==> src/rtl/pipeline_hazard_ctrl.sv <==
// Stall/flush sequencer for the 5-stage pipeline: drives PC and stage-register
// hold/flush from busywait, load-use and taken-branch sources, plus drain, watchdog and stall counter.
module pipeline_hazard_ctrl #(
    parameter int INIT_CYCLES    = 2,
    parameter int TIMEOUT_CYCLES = 64,
    parameter int CNT_W          = 16
) (
    input  logic             CLK,
    input  logic             RESET,
    input  logic             IMEM_BUSYWAIT,
    input  logic             DMEM_BUSYWAIT,
    input  logic [4:0]       ID_RS1,
    input  logic [4:0]       ID_RS2,
    input  logic             ID_USES_RS1,
    input  logic             ID_USES_RS2,
    input  logic [4:0]       EX_RD,
    input  logic             EX_MEMREAD,
    input  logic             EX_BRANCH_TAKEN,
    output logic             PC_HOLD,
    output logic             PC_REDIRECT,
    output logic             PR1_HOLD,
    output logic             PR2_HOLD,
    output logic             PR3_HOLD,
    output logic             PR4_HOLD,
    output logic             PR1_FLUSH,
    output logic             PR2_FLUSH,
    output logic [CNT_W-1:0] STALL_COUNT,
    output logic             STALL_TIMEOUT,
    output logic [1:0]       STATE
);

    localparam int INIT_W = (INIT_CYCLES > 1) ? $clog2(INIT_CYCLES) : 1;
    localparam int WAIT_W = $clog2(TIMEOUT_CYCLES + 1);

    localparam logic [INIT_W-1:0] INIT_LOAD = INIT_W'(INIT_CYCLES - 1);
    localparam logic [INIT_W-1:0] INIT_ZERO = '0;
    localparam logic [WAIT_W-1:0] WAIT_MAX  = WAIT_W'(TIMEOUT_CYCLES);
    localparam logic [WAIT_W-1:0] WAIT_ONE  = WAIT_W'(1);
    localparam logic [WAIT_W-1:0] WAIT_ZERO = '0;
    localparam logic [CNT_W-1:0]  CNT_MAX   = '1;
    localparam logic [CNT_W-1:0]  CNT_ONE   = CNT_W'(1);

    typedef enum logic [1:0] {
        ST_INIT      = 2'd0,
        ST_RUN       = 2'd1,
        ST_MEM_STALL = 2'd2
    } state_t;

    state_t            state_q, state_d;
    logic [INIT_W-1:0] init_cnt_q, init_cnt_d;
    logic [WAIT_W-1:0] wait_cnt_q, wait_cnt_d;
    logic [CNT_W-1:0]  stall_cnt_q, stall_cnt_d;
    logic              timeout_q, timeout_d;

    logic busy;
    logic load_use;

    always_ff @(posedge CLK or posedge RESET) begin
        if (RESET) begin
            state_q     <= ST_INIT;
            init_cnt_q  <= INIT_LOAD;
            wait_cnt_q  <= WAIT_ZERO;
            stall_cnt_q <= '0;
            timeout_q   <= 1'b0;
        end else begin
            state_q     <= state_d;
            init_cnt_q  <= init_cnt_d;
            wait_cnt_q  <= wait_cnt_d;
            stall_cnt_q <= stall_cnt_d;
            timeout_q   <= timeout_d;
        end
    end

    always_comb begin
        busy     = IMEM_BUSYWAIT | DMEM_BUSYWAIT;
        load_use = EX_MEMREAD && (EX_RD != 5'd0) &&
                   ((ID_USES_RS1 && (ID_RS1 == EX_RD)) ||
                    (ID_USES_RS2 && (ID_RS2 == EX_RD)));

        PC_HOLD     = 1'b0;
        PC_REDIRECT = 1'b0;
        PR1_HOLD    = 1'b0;
        PR2_HOLD    = 1'b0;
        PR3_HOLD    = 1'b0;
        PR4_HOLD    = 1'b0;
        PR1_FLUSH   = 1'b0;
        PR2_FLUSH   = 1'b0;

        state_d     = state_q;
        init_cnt_d  = init_cnt_q;
        wait_cnt_d  = wait_cnt_q;
        stall_cnt_d = stall_cnt_q;

        case (state_q)
            ST_INIT: begin
                PC_HOLD    = 1'b1;
                PR1_FLUSH  = 1'b1;
                PR2_FLUSH  = 1'b1;
                wait_cnt_d = WAIT_ZERO;
                if (init_cnt_q != INIT_ZERO) begin
                    init_cnt_d = init_cnt_q - 1'b1;
                end else if (!busy) begin
                    state_d = ST_RUN;
                end
            end
            ST_RUN, ST_MEM_STALL: begin
                if (busy) begin
                    PC_HOLD  = 1'b1;
                    PR1_HOLD = 1'b1;
                    PR2_HOLD = 1'b1;
                    PR3_HOLD = 1'b1;
                    PR4_HOLD = 1'b1;
                end else if (EX_BRANCH_TAKEN) begin
                    // ID holds a wrong-path instruction, so the branch wins over load-use
                    PC_REDIRECT = 1'b1;
                    PR1_FLUSH   = 1'b1;
                    PR2_FLUSH   = 1'b1;
                end else if (load_use) begin
                    PC_HOLD   = 1'b1;
                    PR1_HOLD  = 1'b1;
                    PR2_FLUSH = 1'b1;
                end

                if (busy) begin
                    state_d = ST_MEM_STALL;
                    if (state_q == ST_RUN) begin
                        wait_cnt_d = WAIT_ONE;
                    end else if (wait_cnt_q != WAIT_MAX) begin
                        wait_cnt_d = wait_cnt_q + 1'b1;
                    end
                end else begin
                    state_d    = ST_RUN;
                    wait_cnt_d = WAIT_ZERO;
                end

                if (PC_HOLD && (stall_cnt_q != CNT_MAX)) begin
                    stall_cnt_d = stall_cnt_q + CNT_ONE;
                end
            end
            default: begin
                PC_HOLD    = 1'b1;
                PR1_FLUSH  = 1'b1;
                PR2_FLUSH  = 1'b1;
                state_d    = ST_INIT;
                init_cnt_d = INIT_LOAD;
                wait_cnt_d = WAIT_ZERO;
            end
        endcase

        timeout_d = timeout_q | (wait_cnt_d == WAIT_MAX);
    end

    assign STALL_COUNT   = stall_cnt_q;
    assign STALL_TIMEOUT = timeout_q;
    assign STATE         = state_q;

endmodule

==> config.mk <==
export PLATFORM = sky130hd
export DESIGN_NAME = pipeline_hazard_ctrl
export DESIGN_NICKNAME = d
export VERILOG_FILES = /design/src/rtl/pipeline_hazard_ctrl.sv
export SDC_FILE = /design/constraint.sdc
export NUM_CORES = 1
export LEC_CHECK = 0
export CAP_MARGIN = 20
export CORE_ASPECT_RATIO = 0.9
export CORE_UTILIZATION = 46
export DETAILED_ROUTE_END_ITERATION = 6
export GPL_TIMING_DRIVEN = 0
export PLACE_DENSITY = 0.77
export SETUP_SLACK_MARGIN = 0.15
export SLEW_MARGIN = 15
export SYNTH_ARGS = -nofsm -noshare
export SYNTH_HDL_FRONTEND = slang
export SYNTH_SLANG_ARGS = --single-unit
==> constraint.sdc <==
create_clock -name CLK -period 2.19 [get_ports CLK]
set_input_delay 0.3285 -clock CLK [delete_from_list [all_inputs] [get_ports CLK]]
set_output_delay 0.3285 -clock CLK [all_outputs]
set_load 0.02 [all_outputs]
; ---- Yosys cells after proc, flatten, opt, wreduce, memory -nomap -nowiden
; Cells that the tools add are included.
; W data, S select, Z words.
[totals]
input_bits = 23
reg_bits = 27
output_inout_bits = 27
word_cells = 55
[op_classes]
reduce_logical = 11
muxes = 25
n_bitwise = 2
add_sub_neg = 3
eq_ne = 9
[ops]
columns = operator, n
row1 = $mux W7, 4
row2 = $add A16 B1 Y16 const B, 1
row3 = $mux W1, 16
row4 = $ne A16 B16 Y1 const B, 1
row5 = $eq A5 B5 Y1, 2
row6 = $add A7 B1 Y7 const B, 1
row7 = $eq A7 B7 Y1 const B, 1
row8 = $ne A7 B7 Y1 const B, 1
row9 = $mux W2, 3
row10 = $logic_and A1 B1 Y1, 5
row11 = $reduce_bool A5 Y1, 1
row12 = $ne A2 B2 Y1 const B, 2
row13 = $pmux W2 S2, 1
row14 = $reduce_and A2 Y1, 2
row15 = $eq A2 B1 Y1 const B, 1
row16 = $eq A2 B2 Y1 const B, 1
row17 = $logic_not A2 Y1, 1
row18 = $or A1 B1 Y1, 2
row19 = $pmux W1 S2, 1
row20 = $reduce_or A2 Y1, 1
row21 = $logic_or A1 B1 Y1, 1
row22 = $sub A1 B1 Y1 const B, 1

; ---- Longest topological paths before layout
; Gate-level depths: netlist (run 1).
[logic_depth]
ltp_word = 10
mapped_depth = 9
depth_no_buf = 9

; ---- Least setup slack after synthesis (run 1)
; OpenSTA, ideal clock, no wires.
[synth_path]
kind = register to output
from = reg state_q[1], in the netlist STATE[1]
to = out PR1_HOLD
path_stages_with_launch = 8
arrival_time_ps = 1952
path_slack_ps = -90
n_path_buf = 1
required_ps = 1862
path_cell_list = dfrtp_1 inv_1 ha_1 o21ai_0 inv_1 a21oi_1 buf_4 nor2_1
[synth_via]
elab_chain_cells = 3
elab_cells_between_ends = 4
classes_between = 2 x eq/ne / 1 x mux / 1 x reduce/logical
[synth_lines]
columns = item, line_no
row1 = from (decl), 49  ; state_t state_q, state_d;
row2 = from (signal assigned), 66  ; state_q <= state_d;
row3 = $eq A2 B1 Y1 / $eq A2 B2 Y1 (equally long branches), 94  ; case (state_q)
row4 = $reduce_or A2 Y1 (*), 94
row5 = $mux W1 (*), 94
row6 = to (decl), 21  ; output logic PR1_HOLD,
; Every way passes the cells marked *; elsewhere a longest branch is shown, timed or not.

; ---- Worst setup path after layout (run 1)
[layout_path]
from = in EX_RD[2]
to = out PR1_HOLD
[layout_via]
elab_chain_cells = 8
elab_cells_between_ends = 12
classes_between = 2 x eq/ne / 4 x mux / 6 x reduce/logical
[layout_lines]
columns = item, line_no
row1 = from (decl), 16  ; input logic [4:0] EX_RD,
row2 = $eq A5 B5 Y1 (on tied branches), "77, 78"
row3 = $logic_and A1 B1 Y1 (on tied branches), "77, 78"
row4 = $logic_or A1 B1 Y1, 77  ; ((ID_USES_RS1 && (ID_RS1 == EX_RD)) ||
row5 = $logic_and A1 B1 Y1 (*), 76  ; load_use = EX_MEMREAD && (EX_RD != 5'd0) &&
row6 = $mux W1 (*), 118  ; end else if (load_use) begin
row7 = $mux W1 (*), 113  ; end else if (EX_BRANCH_TAKEN) begin
row8 = $mux W1 (*), 107  ; if (busy) begin
row9 = $mux W1 (*), 94
; Marks and branches as above.

==> results of run 1 <==
==> layout by cell type (no fill, tap or decap), types with 2 or more instances in the layout <==
cell / synthesis / layout
clkbuf_1: 1 / 2
clkdlybuf4s50_1: 0 / 26
clkdlybuf4s15_2: 0 / 3
xor2_1: 18 / 18
clkbuf_8: 0 / 3
nor3b_1: 2 / 2
nor3_1: 9 / 9
nor2_4: 0 / 2
nor2_1: 21 / 18
a21oi_1: 3 / 2
ha_1: 6 / 5
nand4_1: 6 / 6
dlygate4sd2_1: 0 / 13
buf_6: 0 / 2
nor4_1: 4 / 3
inv_1: 7 / 3
buf_4: 3 / 17
nand3_1: 9 / 8
dfrtp_2: 0 / 2
dfrtp_1: 26 / 24
nand2b_1: 2 / 2
o21ai_0: 5 / 3
inv_2: 0 / 2
o21ai_4: 0 / 2
nand2_1: 18 / 17
xnor2_1: 14 / 11
clkbuf_2: 0 / 2
and3_1: 4 / 4
xnor2_2: 0 / 3
==> metal layers <==
metal / vias up / GRT usage (%) / part of all wire [%]
met3: 6 / 4.72 / 4.0
met4: 0 / 4.13 / 1.0
met1: 736 / 25.9 / 41
li1: 732 / - / -
met2: 39 / 43.3 / 54
met5: - / 0 / 0
==> cell type report <==
type                       instances  area, um^2  area share (%)
sequential                        27         679            28.0
timing repair buffer              62         579            23.9
tap                               42        52.6            2.17
multi-input combinational        136        1010            41.6
clock buffer                       4        45.0            1.86
inverter                           7        28.8            1.19
buffer                             4        30.0            1.24
==> registers in the layout, indices dropped and copies added, names as in the netlist <==
signal,cells
STALL_COUNT,16
wait_cnt_q,7
STATE,2
STALL_TIMEOUT,1
init_cnt_q,1
==> critical path, delay by kind of cell <==
| family | cells | cell delay [ns] |
|---|---|---|
| simple gates | 2 | 0.56 |
| compound gates | 2 | 0.44 |
| buf+inv | 3 | 0.37 |
==> power by group through the flow <==
stage,Sequential [mW],Combinational (mW),Clock [mW]
5_1_grt,0.697,1.41,0.313
6_report,0.685,1.32,0.284
4_1_cts,0.687,1.10,0.292
3_3_place_gp,0.689,0.987,0
3_5_place_dp,0.696,1.02,0
2_1_floorplan,0.743,0.542,0
==> final timing paths <==
kind / cells after the start / from / endpoint / slack [ns]
max: 7 / EX_RD[2] / PR1_HOLD / 0.15
min: 2 / RESET / wait_cnt_q[2] / 0.28
max reg2reg: 9 / STATE[1] / STALL_COUNT[6] / 0.29
min reg2reg: 1 / STALL_TIMEOUT / STALL_TIMEOUT / 0.51
max in group asynchronous: 3 / RESET / STALL_COUNT[14] / 1.53
min in group CLK: 1 / STALL_TIMEOUT / STALL_TIMEOUT / 0.51
==> what timing repair did <==
action	in CTS	in global routing
pin swaps	16	8
endpoints found under the setup margin	24	18
gates cloned	0	0
buffers inserted	2	10
gates resized for setup	56	22
==> stage by stage <==
stage / hold slack [ns] / total power [mW] / util [%] / std cells / setup WS (ns)
after floorplan: 0.380 / 1.29 / - / 174 / 0.158
after global placement: 0.453 / 1.68 / 67.6 / 265 / -0.776
after detailed placement: 0.490 / 1.71 / 67.6 / 265 / -0.821
after CTS: 0.511 / 2.08 / 70.9 / 271 / 0.0561
after global routing: 0.313 / 2.42 / 76.1 / 282 / 0.0974
final: 0.278 / 2.29 / 76.1 / 282 / 0.146
==> kinds of logic after synthesis <==
group | count (synthesis) | synth area share, %
adders and majority gates | 6 | 4.67
muxes | 1 | 0.701
DFF | 27 | 42.1
and+or+nand+nor | 79 | 23.7
AOI/OAI and AO/OA | 18 | 8.10
buffers and inverters | 11 | 3.27
xor gates and xnor gates | 32 | 17.4
==> flow_metrics.py, run 1 <==
metrics = {
    "status": {
        "outcome": "complete, no violations",
    },
    "floorplan": {
        "ioPinCount": 50,
        "num_rows": 19,
        "die_w_um": 64.3,
        "initial_core_util_pct": 50.4,
        "die_h_um": 58.1,
        "die-area_mm2": 0.00373,
        "core_area_mm2": 0.00319,
    },
    "synthesis": {
        "yosysMostFrequentCell": "dfrtp_1",
        "yosys_warnings": 0,
        "avgSynthCellArea_um2": 9.23,
        "yosysTopAreaCellShare_pct": 40.5,
        "synth_common_cells": "dfrtp_1, nor2_1, nand2_1, xor2_1, xnor2_1",
        "yosysTopAreaCell": "dfrtp_1",
        "netlist_area_mm2": 0.00161,
        "synthFlopType": "dfrtp_1",
        "async_flop_share_pct": 100,
        "synth_edf_count": 0,
        "ys_seq_area_share_pct": 42.1,
        "ys_seq_elements": 27,
        "synth_cells": 174,
        "ys_types": 34,
        "synth_nets": 203,
        "synthTopCellsByArea": "dfrtp_1, xor2_1, xnor2_1",
    },
    "clocking": {
        "clkLatencyLatePin_ns": 0.27,
        "clock_path_buffers": 2,
        "hold_buffers": 0,
        "clk_pin_slew_ns": 0.09,
        "clock-sinks": 27,
        "cts_buffers": 3,
        "h-tree-depth": 1,
        "cts.root.buffer_cell": "clkbuf_8",
        "cts_tree": "done",
    },
    "power_and_ir_drop": {
        "pwr-share-clk_pct": 12.4,
        "power.density_mw_per_mm2": 944,
        "pwr-share-seq_pct": 29.9,
        "power.switching_mw": 0.931,
        "pwr-share-comb_pct": 57.7,
        "swShare_pct": 40.7,
        "peakVddDrop_uv": 751,
        "leakage_nw": 1.09,
        "p_int_mw": 1.36,
    },
    "finish": {
        "final_area_mm2": 0.00242,
        "num_antenna_cells": 0,
        "drive_gt1_share_pct": 20.8,
        "fin_nets": 270,
        "fill_cells": 234,
        "syn_to_final_growth_pct": 50.9,
    },
    "route": {
        "vias": 1513,
        "ant_nets": 0,
        "drc": 0,
        "drt_iter0_drc": 87,
        "routed_wl_um": 4180,
        "firstDrtPassIters": 4,
        "wl_per_cell_um": 14.8,
        "via_per_inst": 5.37,
    },
    "placed_design": {
        "port_buffers": 49,
        "place_hpwl_um": 2980,
        "routabilityCongestion": 0.789,
        "post_dp_cell_area_mm2": 0.00215,
    },
    "global_routing": {
        "grt_usage_pct": 22.6,
        "grt_first_pass_wirelength_um": 6490,
        "grt_max_degree": 28,
        "antenna_found_initial": 0,
        "first_global_vias": 1453,
        "grt.overflow.total": 0,
    },
    "sta": {
        "final-setup-viol-count": 0,
        "timing.slew.headroom_pct": 75.6,
        "finalCritPeriodShare_pct": 93.3,
        "fin_crit_ns": 2.04,
        "tightest_slew_ns": 0.364,
        "max_freq_ghz": 0.489,
        "final-max-slew-violation-count": 0,
        "setup_tns_ns": 0,
        "hold_violations": 0,
        "rsz0062_at_grt": "true",
        "fin_skew_ns": 0.00155,
    },
    "setup_path": {
        "crit_chain": "buf_4 -> or4_1 -> o21a_1 -> a21oi_4 -> buf_6 -> nor2_2 -> buf_6",
        "crit_top_cell": "buf_6",
        "slowest_stage": "or4_1",
        "required_ns": 1.86,
        "cp-start-kind": "primary input",
        "cp_max_fo": 3,
        "endpoint_kind": "output port",
        "worstPathArrival_ns": 1.72,
        "criticalPathCategory": "primary input to output port",
        "critical-path-max-stage-delay_ns": 0.53,
    },
    "job": {
        "drv_cap": 0,
    },
    "worst_hold_path": {
        "hold_class": "primary input to asynchronous set/reset pin",
    },
}
Power figures use the tool's default switching activity.
==> run 2: changes to the inputs <==
Settings changed: CORE_UTILIZATION 46 to 45, PLACE_DENSITY 0.77 to 0.76, SLEW_MARGIN 15 to unset.
==> run 2 against run 1 <==
  * Clock skew is 0.0058 ns higher
  * Largest cell class unchanged
  * Highest routed layer unchanged
  * First-iteration DRC count increased by 21%
  * Power down 0.69%
  * Critical path depth up 2
  * Maximum frequency is 1.9% higher
  * Critical path type unchanged
  * Critical endpoint unchanged
  * Sequential power fell by 0.6%
  * Final area rose by 0.67%
  * Worst setup slack gained 0.039 ns
==> flow_metrics.py, run 2 (synthesized netlist as in run 1, its figures left out) <==
metrics = {
    "status": {
        "outcome": "complete, no violations",
    },
    "placed_design": {
        "port_buffers": 49,
        "routabilityCongestion": 0.796,
        "place_hpwl_um": 2660,
    },
    "finish": {
        "fin_nets": 276,
        "drive_gt1_share_pct": 22.8,
        "num_antenna_cells": 0,
        "largest_reg_flops": 16,
        "final_common_cell": "clkdlybuf4s50_1",
        "syn_to_final_growth_pct": 51.9,
        "layout_common_cells": "clkdlybuf4s50_1, dfrtp_1, nor2_1, xor2_1, buf_4",
    },
    "sta": {
        "rsz0062_at_grt": "true",
        "final-setup-viol-count": 0,
        "max_freq_ghz": 0.499,
        "hold_violations": 0,
        "final-max-slew-violation-count": 0,
        "worst_hold_slack_ns": 0.345,
        "tightest_slew_ns": 0.446,
        "fin_skew_ns": 0.00732,
        "timing.slew.headroom_pct": 70.2,
        "fin_crit_ns": 2.00,
        "finalCritPeriodShare_pct": 91.5,
    },
    "setup_path": {
        "required_ns": 1.86,
        "regToRegSetupSlack_ns": 0.27,
        "cp-start-kind": "primary input",
        "rr_endpoint": "STALL_COUNT[1]",
        "endpoint_kind": "output port",
        "cp_max_fo": 2,
        "r2r-start": "STALL_COUNT[0]",
        "rr_worst_depth": 7,
        "criticalPathCategory": "primary input to output port",
        "worstPathArrival_ns": 1.68,
    },
    "power_and_ir_drop": {
        "power_mw": 2.27,
        "pwr-share-comb_pct": 57.4,
        "power.density_mw_per_mm2": 931,
        "peakVddDrop_uv": 680,
        "swShare_pct": 40.7,
        "pwr-share-seq_pct": 29.9,
        "p_int_mw": 1.35,
        "leakage_nw": 1.12,
        "pwr-share-clk_pct": 12.6,
        "power.switching_mw": 0.924,
    },
    "clocking": {
        "h-tree-depth": 1,
        "clock-sinks": 27,
        "clock_path_buffers": 2,
        "clk_pin_slew_ns": 0.10,
        "cts_tree": "done",
        "clkLatencyLatePin_ns": 0.27,
        "cts.root.buffer_cell": "clkbuf_8",
        "cts_buffers": 3,
        "hold_buffers": 0,
    },
    "global_routing": {
        "antenna_found_initial": 0,
        "busiest_layer": "met2",
        "gr-usage-met3_pct": 4.07,
        "use_met1_pct": 26.5,
        "grt_first_pass_wirelength_um": 5770,
        "grt_max_degree": 28,
        "grt.overflow.total": 0,
        "first_global_vias": 1305,
        "use_met2_pct": 32.3,
        "grt_usage_pct": 19.7,
    },
    "route": {
        "wl_per_cell_um": 13.7,
        "ant_nets": 0,
        "drt_iter0_drc": 105,
        "vias": 1503,
        "via_per_inst": 5.18,
        "routed_wl_um": 3980,
        "firstDrtPassIters": 4,
        "drc": 0,
    },
    "worst_hold_path": {
        "hold_class": "primary input to asynchronous set/reset pin",
    },
    "floorplan": {
        "die-area_mm2": 0.00381,
        "die_h_um": 58.7,
        "die_w_um": 65.0,
        "ioPinCount": 50,
        "num_rows": 20,
        "core_area_mm2": 0.00340,
        "initial_core_util_pct": 47.2,
    },
    "job": {
        "drv_cap": 0,
    },
}
run 2: cell count changes in the layout (fill, tap and decap cells not counted), sizes merged:
cell,delta
inv,+1
o21ai,+1
buf,+9
clkinv,-1
clkbuf,+1
dlygate4sd2,-3
dlymetal6s2s,+1
clkdlybuf4s15,-3
run 2: layer usage:
metal / routed length [um] / up-vias
li1: - / 745
met1: 1900 / 720
met2: 1890 / 32
met3: 140 / 6
met4: 58 / 0
met5: 0 / -
run 2: power groups by stage:
| stage | clock network [mW] | registers [mW] | logic, mW |
|---|---|---|---|
| final | 0.287 | 0.681 | 1.31 |
| after floorplan | 0 | 0.743 | 0.542 |
| after global routing | 0.309 | 0.691 | 1.41 |
| after global placement | 0 | 0.693 | 0.993 |
| after detailed placement | 0 | 0.696 | 1.00 |
| after CTS | 0.289 | 0.688 | 1.08 |
run 2: worst max-delay path by stage:
stage	depth (start not counted)	slack [ns]	to	from
2_1_floorplan	6	0.16	STALL_COUNT[1]	STATE[1]
4_1_cts	8	0.02	PR1_HOLD	STATE[1]
3_5_place_dp	7	-0.74	PR1_HOLD	EX_RD[1]
3_3_place_gp	7	-0.74	PR1_HOLD	EX_RD[1]
5_1_grt	4	0.10	PC_REDIRECT	DMEM_BUSYWAIT
6_report	9	0.19	PR1_HOLD	ID_RS2[4]
run 2: worst max-delay path, stage by stage:
cell	delay, ns
dlygate4sd2_1	0.24
xnor2_1	0.18
nand4_1	0.17
o22ai_4	0.23
buf_6	0.13
a21oi_4	0.05
buf_6	0.12
nor2_2	0.11
buf_6	0.12
run 2: what timing repair did:
item | 4_1_cts | 5_1_grt
hold endpoints to repair | 0 | 0
pin swaps | 18 | 11
endpoints found under the setup margin | 24 | 20
setup buffers | 5 | 12
resized for setup | 56 | 29
gates cloned | 0 | 1
run 2: layout make-up:
class | instances | area [um^2]
multi-input cells | 137 | 1000
inverters | 7 | 26.3
flip-flops and latches | 27 | 679
well taps | 44 | 55.1
fillers | 290 | 962
clock buffers | 4 | 45.0
plain buffers | 4 | 30.0
repair buffers | 67 | 603
run 2: through the flow:
stage | worst slack (ns) | util [%] | instance area, um^2 | instances | setup TNS (ns)
floorplan | 0.158 | - | 1610 | 174 | 0
global placement | -0.744 | 63.4 | 2160 | 267 | -4.69
detailed placement | -0.736 | 63.4 | 2160 | 267 | -4.91
CTS | 0.0232 | 66.6 | 2270 | 276 | 0
global route | 0.101 | 71.7 | 2440 | 290 | 0
finish | 0.185 | 71.7 | 2440 | 290 | 0
